===== config.mk =====
export PLATFORM = sky130hd
export DESIGN_NAME = ezm_cpu_p
export DESIGN_NICKNAME = d
export VERILOG_FILES = /design/src/rtl/ezm_cpu_pkg.sv /design/src/rtl/ezm_cpu_alu.sv /design/src/rtl/ezm_cpu_p.sv
export SDC_FILE = /design/constraint.sdc
export NUM_CORES = 1
export LEC_CHECK = 0
export ABC_CLOCK_PERIOD_IN_PS = 8400
export CAP_MARGIN = 20
export CORE_MARGIN = 5
export CORE_UTILIZATION = 60
export CTS_BUF_LIST = sky130_fd_sc_hd__clkbuf_4
export DETAILED_ROUTE_END_ITERATION = 6
export DONT_BUFFER_PORTS = 1
export GPL_TIMING_DRIVEN = 1
export PLACE_DENSITY = 0.84
export SLEW_MARGIN = 10
export SYNTH_ARGS = -nofsm -noshare
export SYNTH_HDL_FRONTEND = slang
export SYNTH_SLANG_ARGS = --single-unit

===== constraint.sdc =====
create_clock -name clk -period 8.4 [get_ports clk]
set_input_delay 1.68 -clock clk [delete_from_list [all_inputs] [get_ports clk]]
set_output_delay 1.68 -clock clk [all_outputs]
set_load 0.01 [all_outputs]

===== src/rtl/ezm_cpu_pkg.sv =====
// Shared opcodes, MISC sub-op codes and halt-FSM encoding for the ezm_cpu_p core.
package ezm_cpu_pkg;

  localparam logic [2:0] OP_MISC = 3'b000;
  localparam logic [2:0] OP_LDI  = 3'b001;
  localparam logic [2:0] OP_ST   = 3'b010;
  localparam logic [2:0] OP_ADD  = 3'b011;
  localparam logic [2:0] OP_SUB  = 3'b100;
  localparam logic [2:0] OP_BGT  = 3'b101;
  localparam logic [2:0] OP_LD   = 3'b110;
  localparam logic [2:0] OP_CLC  = 3'b111;

  // MISC sub-ops, matched against the whole operand field
  localparam int unsigned MISC_NOP  = 0;
  localparam int unsigned MISC_NOT  = 1;
  localparam int unsigned MISC_NEG  = 2;
  localparam int unsigned MISC_SHL  = 3;
  localparam int unsigned MISC_SHR  = 4;
  localparam int unsigned MISC_HALT = 5;

  typedef enum logic {
    StRun  = 1'b0,
    StHalt = 1'b1
  } state_e;

endpackage


===== src/rtl/ezm_cpu_alu.sv =====
// Combinational datapath: computes the new accumulator and carry for one instruction.
module ezm_cpu_alu
  import ezm_cpu_pkg::*;
#(
  parameter int unsigned DATA_W = 8,
  parameter int unsigned OPW    = 5
) (
  input  logic [DATA_W-1:0] acc_i,
  input  logic [DATA_W-1:0] opnd_i,
  input  logic [DATA_W-1:0] imm_i,
  input  logic [2:0]        opcode_i,
  input  logic [OPW-1:0]    subop_i,
  output logic [DATA_W-1:0] result_o,
  output logic              carry_o,
  output logic              carry_we_o,
  output logic              acc_we_o
);

  logic [DATA_W:0] sum;
  logic [DATA_W:0] diff;

  // Extra top bit carries the carry-out / borrow.
  assign sum  = {1'b0, acc_i} + {1'b0, opnd_i};
  assign diff = {1'b0, acc_i} - {1'b0, opnd_i};

  // Decode opcode and sub-op into result, carry and write enables.
  always_comb begin
    result_o   = acc_i;
    carry_o    = 1'b0;
    carry_we_o = 1'b0;
    acc_we_o   = 1'b0;
    unique case (opcode_i)
      OP_MISC: begin
        case (subop_i)
          OPW'(MISC_NOT): begin
            result_o = ~acc_i;
            acc_we_o = 1'b1;
          end
          OPW'(MISC_NEG): begin
            result_o = '0 - acc_i;
            acc_we_o = 1'b1;
          end
          OPW'(MISC_SHL): begin
            result_o   = {acc_i[DATA_W-2:0], 1'b0};
            carry_o    = acc_i[DATA_W-1];
            carry_we_o = 1'b1;
            acc_we_o   = 1'b1;
          end
          OPW'(MISC_SHR): begin
            result_o   = {1'b0, acc_i[DATA_W-1:1]};
            carry_o    = acc_i[0];
            carry_we_o = 1'b1;
            acc_we_o   = 1'b1;
          end
          default: ;
        endcase
      end
      OP_LDI: begin
        result_o = imm_i;
        acc_we_o = 1'b1;
      end
      OP_ADD: begin
        result_o   = sum[DATA_W-1:0];
        carry_o    = sum[DATA_W];
        carry_we_o = 1'b1;
        acc_we_o   = 1'b1;
      end
      OP_SUB: begin
        result_o   = diff[DATA_W-1:0];
        carry_o    = diff[DATA_W];
        carry_we_o = 1'b1;
        acc_we_o   = 1'b1;
      end
      OP_LD: begin
        result_o = opnd_i;
        acc_we_o = 1'b1;
      end
      OP_CLC: begin
        carry_o    = 1'b0;
        carry_we_o = 1'b1;
      end
      default: ; // ST and BGT leave acc and carry alone
    endcase
  end

endmodule


===== src/rtl/ezm_cpu_p.sv =====
// Accumulator CPU top: register bank, pc, flags, halt FSM and valid/ready handshake.
module ezm_cpu_p
  import ezm_cpu_pkg::*;
#(
  parameter int unsigned DATA_W = 8,
  parameter int unsigned REG_AW = 3,
  parameter int unsigned OPW    = 5,
  parameter int unsigned PC_W   = 8
) (
  input  logic              clk,
  input  logic              rst,
  input  logic [OPW+2:0]    instr_i,
  input  logic              instr_valid_i,
  output logic              instr_ready_o,
  input  logic              resume_i,
  output logic [DATA_W-1:0] acc_o,
  output logic [PC_W-1:0]   pc_o,
  output logic              carry_o,
  output logic              zero_o,
  output logic              halted_o
);

  localparam int unsigned Depth = 2 ** REG_AW;

  state_e              state_q, state_d;
  logic [DATA_W-1:0]   acc_q, acc_d;
  logic [PC_W-1:0]     pc_q, pc_d;
  logic                carry_q, carry_d;
  logic                zero_q, zero_d;
  logic [DATA_W-1:0]   bank_q [Depth];

  logic [2:0]          opcode;
  logic [OPW-1:0]      operand;
  logic [REG_AW-1:0]   reg_idx;
  logic [DATA_W-1:0]   bank_rd;
  logic [DATA_W-1:0]   imm;
  logic [PC_W-1:0]     acc_pc;
  logic [DATA_W-1:0]   alu_result;
  logic                alu_carry, alu_carry_we, alu_acc_we;
  logic                fire, is_halt, bgt_taken;

  assign opcode  = instr_i[OPW+2:OPW];
  assign operand = instr_i[OPW-1:0];
  assign reg_idx = operand[REG_AW-1:0];
  assign bank_rd = bank_q[reg_idx];

  // Immediate is sign-extended when narrower than the word, truncated otherwise;
  // acc is zero-extended or truncated to pc width for the branch offset.
  always_comb begin
    imm    = '0;
    acc_pc = '0;
    for (int i = 0; i < DATA_W; i++) begin
      imm[i] = (i < OPW) ? operand[i] : operand[OPW-1];
    end
    for (int i = 0; i < PC_W; i++) begin
      acc_pc[i] = (i < DATA_W) ? acc_q[i] : 1'b0;
    end
  end

  ezm_cpu_alu #(
    .DATA_W (DATA_W),
    .OPW    (OPW)
  ) u_alu (
    .acc_i      (acc_q),
    .opnd_i     (bank_rd),
    .imm_i      (imm),
    .opcode_i   (opcode),
    .subop_i    (operand),
    .result_o   (alu_result),
    .carry_o    (alu_carry),
    .carry_we_o (alu_carry_we),
    .acc_we_o   (alu_acc_we)
  );

  assign instr_ready_o = (state_q == StRun);
  assign fire          = instr_valid_i & instr_ready_o;
  assign is_halt       = (opcode == OP_MISC) && (operand == OPW'(MISC_HALT));
  assign bgt_taken     = (opcode == OP_BGT) && (bank_rd > acc_q);

  // Next-state for architectural registers and the halt FSM.
  always_comb begin
    state_d = state_q;
    acc_d   = acc_q;
    pc_d    = pc_q;
    carry_d = carry_q;
    zero_d  = zero_q;
    unique case (state_q)
      StRun: begin
        if (fire) begin
          pc_d = bgt_taken ? (pc_q - acc_pc) : (pc_q + PC_W'(1));
          if (alu_acc_we) begin
            acc_d  = alu_result;
            zero_d = (alu_result == '0);
          end
          if (alu_carry_we) begin
            carry_d = alu_carry;
          end
          if (is_halt) begin
            state_d = StHalt;
          end
        end
      end
      StHalt: begin
        if (resume_i) begin
          state_d = StRun;
        end
      end
      default: state_d = StRun;
    endcase
  end

  // Architectural state register.
  always_ff @(posedge clk or negedge rst) begin
    if (!rst) begin
      state_q <= StRun;
      acc_q   <= '0;
      pc_q    <= '0;
      carry_q <= 1'b0;
      zero_q  <= 1'b1;
    end else begin
      state_q <= state_d;
      acc_q   <= acc_d;
      pc_q    <= pc_d;
      carry_q <= carry_d;
      zero_q  <= zero_d;
    end
  end

  // Register bank, written by a fired ST.
  always_ff @(posedge clk or negedge rst) begin
    if (!rst) begin
      for (int i = 0; i < Depth; i++) begin
        bank_q[i] <= '0;
      end
    end else if (fire && (opcode == OP_ST)) begin
      bank_q[reg_idx] <= acc_q;
    end
  end

  assign acc_o    = acc_q;
  assign pc_o     = pc_q;
  assign carry_o  = carry_q;
  assign zero_o   = zero_q;
  assign halted_o = (state_q == StHalt);

endmodule


==> summary.md <==
| Metric | Value |
|---|---|
| Status | finished, final reports clean |
| Synthesis warning total | 0 |
| Ports | 32 |
| Launching point of the worst reg2reg path | acc_o[0] |
| Cts repair resizes | 0 |
| Rel. slew slack | 0.3661 |
| Syn Nets | 653 |
| Max frequency | 0.1872 GHz |
| PD cells | 226.2 nW/um^2 |
| Post-route ant nets | 0 |
| Max IR drop VDD | 0.1345 mV |
| Min-Delay Endpoint | bank_q[62] |
| Global route overflow | 0 |
| LEAKAGE | 2.588 nW |
| Die H | 107.8 um |
| Most frequent cells in the layout | 82 x dfrtp_1, 64 x o21ai_0, 64 x nand2_1, 50 x mux2_2, 34 x nor2_1 |
| HPWL Detailed | 10800 um |
| Worst hold path class | reg2reg |
| Worst R2R Path Depth | 18 |
| Max Cap Viol | 0 |
| Reg power frac | 0.450 |
| Hold buffers post-CTS | 0 |
| Hold Path Depth | 2 |
| Setup bufs post-CTS | 0 |
| Most used DFF post-synth | dfrtp_1 |
| CTS clk-pin slew, worst paths | 0.14 ns |
| Vias in the first global route | 4582 |
| Most common cell after layout, fill and taps aside | dfrtp_1 |
| Fillers | 773 |
| Critical path class | in2reg |
| Clock Sinks | 83 |
| Antenna violations before repair | 0 |
| Remaining DRCs | 0 |
| Via count | 4878 |
| Nets | 623 |
| Syn-to-layout area delta | 2.574% |
| Area taken by multi-input logic gates | 3378 um^2 |
| Worst Setup SP | instr_i[2] |
| Syn Area/Cell | 9.343 um^2 |
| Core area | 9284 um^2 |
| Final Hold Vio Count | 0 |
| RSZ-0062 raised after global routing | no |
| Skew-Pair Late Insertion Delay | 0.46 ns |
| H-tree lvl count | 3 |
| Sequential area share after synthesis | 0.3623 |
| Clock share of power | 0.188 |
| Number of flops mapped to enable cells by yosys | 0 |
| Cell Area, Synth | 5737 um^2 |
| Critical Path RT | 8.79 ns |
| Switching part of the total | 0.4037 |
| R2r setup slk | 3.81 ns |
| Initial DRC count | 578 |
| #FFs+latches synth | 83 |
| Worst slew pin tran | 0.9474 ns |
| Fraction of layout cells with a size suffix above 1 | 0.1460 |
| Clock Skews | 0.02254 ns |
| Crit share post-route | 0.6358 |
| CP endpoint kind | register |
| Vias per Instance | 6.794 |
| Global-route wire length before repair | 24750 um |
| Port bufs | 0 |
| Clock Path Buffers | 2 |
| Final wirelength | 15400 um |
| Root Buffer | clkbuf_4 |
| Synth area leader | dfrtp_1 |
| Avg WL per Cell | 21.44 um |
| Fin. max-slew vios | 0 |
| Share of the synthesized area in the top cell type | 0.3577 |
| Largest net degree at the start of global routing | 84 |
| Setup_tns | 0 ns |
| CP Launch Type | input pin |
| Crit-path max FO | 37 |
| DIE AREA | 11620 um^2 |
| CP Data Arrival Time | 5.73 ns |
| DR pass1 iterations | 7 |
| Synth top area cells | dfrtp_1 36%, mux2_2 9.8%, o21ai_0 5.6%, ha_1 5.2%, nand2_1 4.2% |
| CTS tree | built |
| Die X | 107.8 um |
| Gpl congestion | 0.9305 |
| Post-synthesis async set-or-reset flop share | 1.000 |
| Cell-internal power | 0.7938 mW |
| Library cells used by synthesis | 73 |
| Row count | 35 |
| Comb pwr share | 0.362 |
| Initial Utilization | 0.6179 |
| Synthesized netlist cell count | 614 |
| Critical R2R Capture | pc_o[7] |
| Antenna Diode Count | 0 |
| HP Start | bank_q[62] |
| Switching power | 0.5374 mW |
| Seq. cell area | 2078 um^2 |
| # setup viols final | 0 |
| Hold slack final | 0.4981 ns |
| GRT Util Overall | 0.2741 |
| Fin crit period | 5.341 ns |
| Cts bufs inserted | 9 |
power by group through the flow:
stage | clock, mW | combinational, mW | sequential (mW)
floorplan | 0 | 0.399 | 0.550
global placement | 0 | 0.458 | 0.598
detailed placement | 0 | 0.471 | 0.606
CTS | 0.255 | 0.474 | 0.597
global route | 0.271 | 0.531 | 0.611
finish | 0.250 | 0.482 | 0.599
layout make-up:
cell class,count,share of cell area
flip-flops and latches,83,0.3532
well taps,129,0.02743
clock buffers,9,0.01148
multi-input cells,461,0.5741
clock inverters,7,0.01403
repair buffers,2,0.002552
inverters,27,0.01722
sequential cells by signal (all words and copies together), names as in the netlist:
name,flops
acc_o,8
bank_q,64
carry_o,1
halted_o,1
pc_o,8
zero_o,1
logic make-up after synthesis:
| logic type | share of synthesized area |
|---|---|
| AOI/OAI and AO/OA | 0.1963 |
| xor gates and xnor gates | 0.01069 |
| adders and majority gates | 0.06281 |
| and+or+nand+nor | 0.1566 |
| muxes | 0.1625 |
| buffers and inverters | 0.04885 |
| DFF | 0.3623 |
per-layer routing:
| metal | vias to the layer above | global-route usage | wire, um |
|---|---|---|---|
| met5 | - | 0 | 0 |
| met4 | 0 | 0.1289 | 697 |
| met3 | 73 | 0.05639 | 1326 |
| met2 | 255 | 0.4201 | 7002 |
| met1 | 2351 | 0.3724 | 6371 |
| li1 | 2199 | - | - |
how the worst max path moves through the flow:
stage                   end  cells past startpoint  slack (ns)
global placement    pc_o[7]                     19        2.73
detailed placement  pc_o[7]                     21        2.63
global route        pc_o[7]                     21        2.65
floorplan           pc_o[7]                     21        2.71
finish              pc_o[7]                     21        3.06
CTS                 pc_o[7]                     21        3.13
cells in the mapped netlist, types with 4 or more instances:
cell,instances
or4_1,4
xnor2_1,5
mux2_2,50
mux2i_1,11
nand4_1,4
clkbuf_1,30
nor3_1,12
nand3b_1,5
nand2b_1,11
o211ai_1,9
o21ai_0,64
mux4_2,8
inv_1,26
buf_1,4
a221o_1,4
o21a_1,5
buf_2,8
dfrtp_1,82
a221oi_1,5
nand2_1,64
nor2_1,34
a211oi_1,4
a211o_1,4
a22oi_1,5
nand3_1,5
o22ai_1,7
a31oi_1,4
a21o_1,4
a21oi_1,29
ha_1,24
nor2b_1,15
critical path, stage by stage:
cell and delay (ns):
inv_1 0.17, a2111oi_0 0.47, a21oi_1 0.08, nand2_1 0.14, ha_1 0.30, o21a_1 0.17
o31a_1 0.19, o21ai_0 0.12, a22oi_1 0.29, a21o_1 0.33, nand2b_1 0.20, inv_1 0.06
ha_1 0.26, nor2b_1 0.11, o21ai_0 0.09, a21boi_0 0.25, o21ai_0 0.14, a21o_1 0.21
a211o_1 0.25, nand3_1 0.10, xnor2_1 0.11
stage by stage:
stage	setup WS [ns]	instances	instance area [um^2]	utilization	power (mW)
after floorplan	2.710	614	5737	-	0.9489
after global placement	2.729	702	5734	0.6177	1.057
after detailed placement	2.634	702	5734	0.6177	1.076
after CTS	3.129	718	5884	0.6338	1.326
after global routing	2.654	718	5884	0.6338	1.414
final	3.059	718	5884	0.6338	1.331
(Power assumes the default switching activity.)
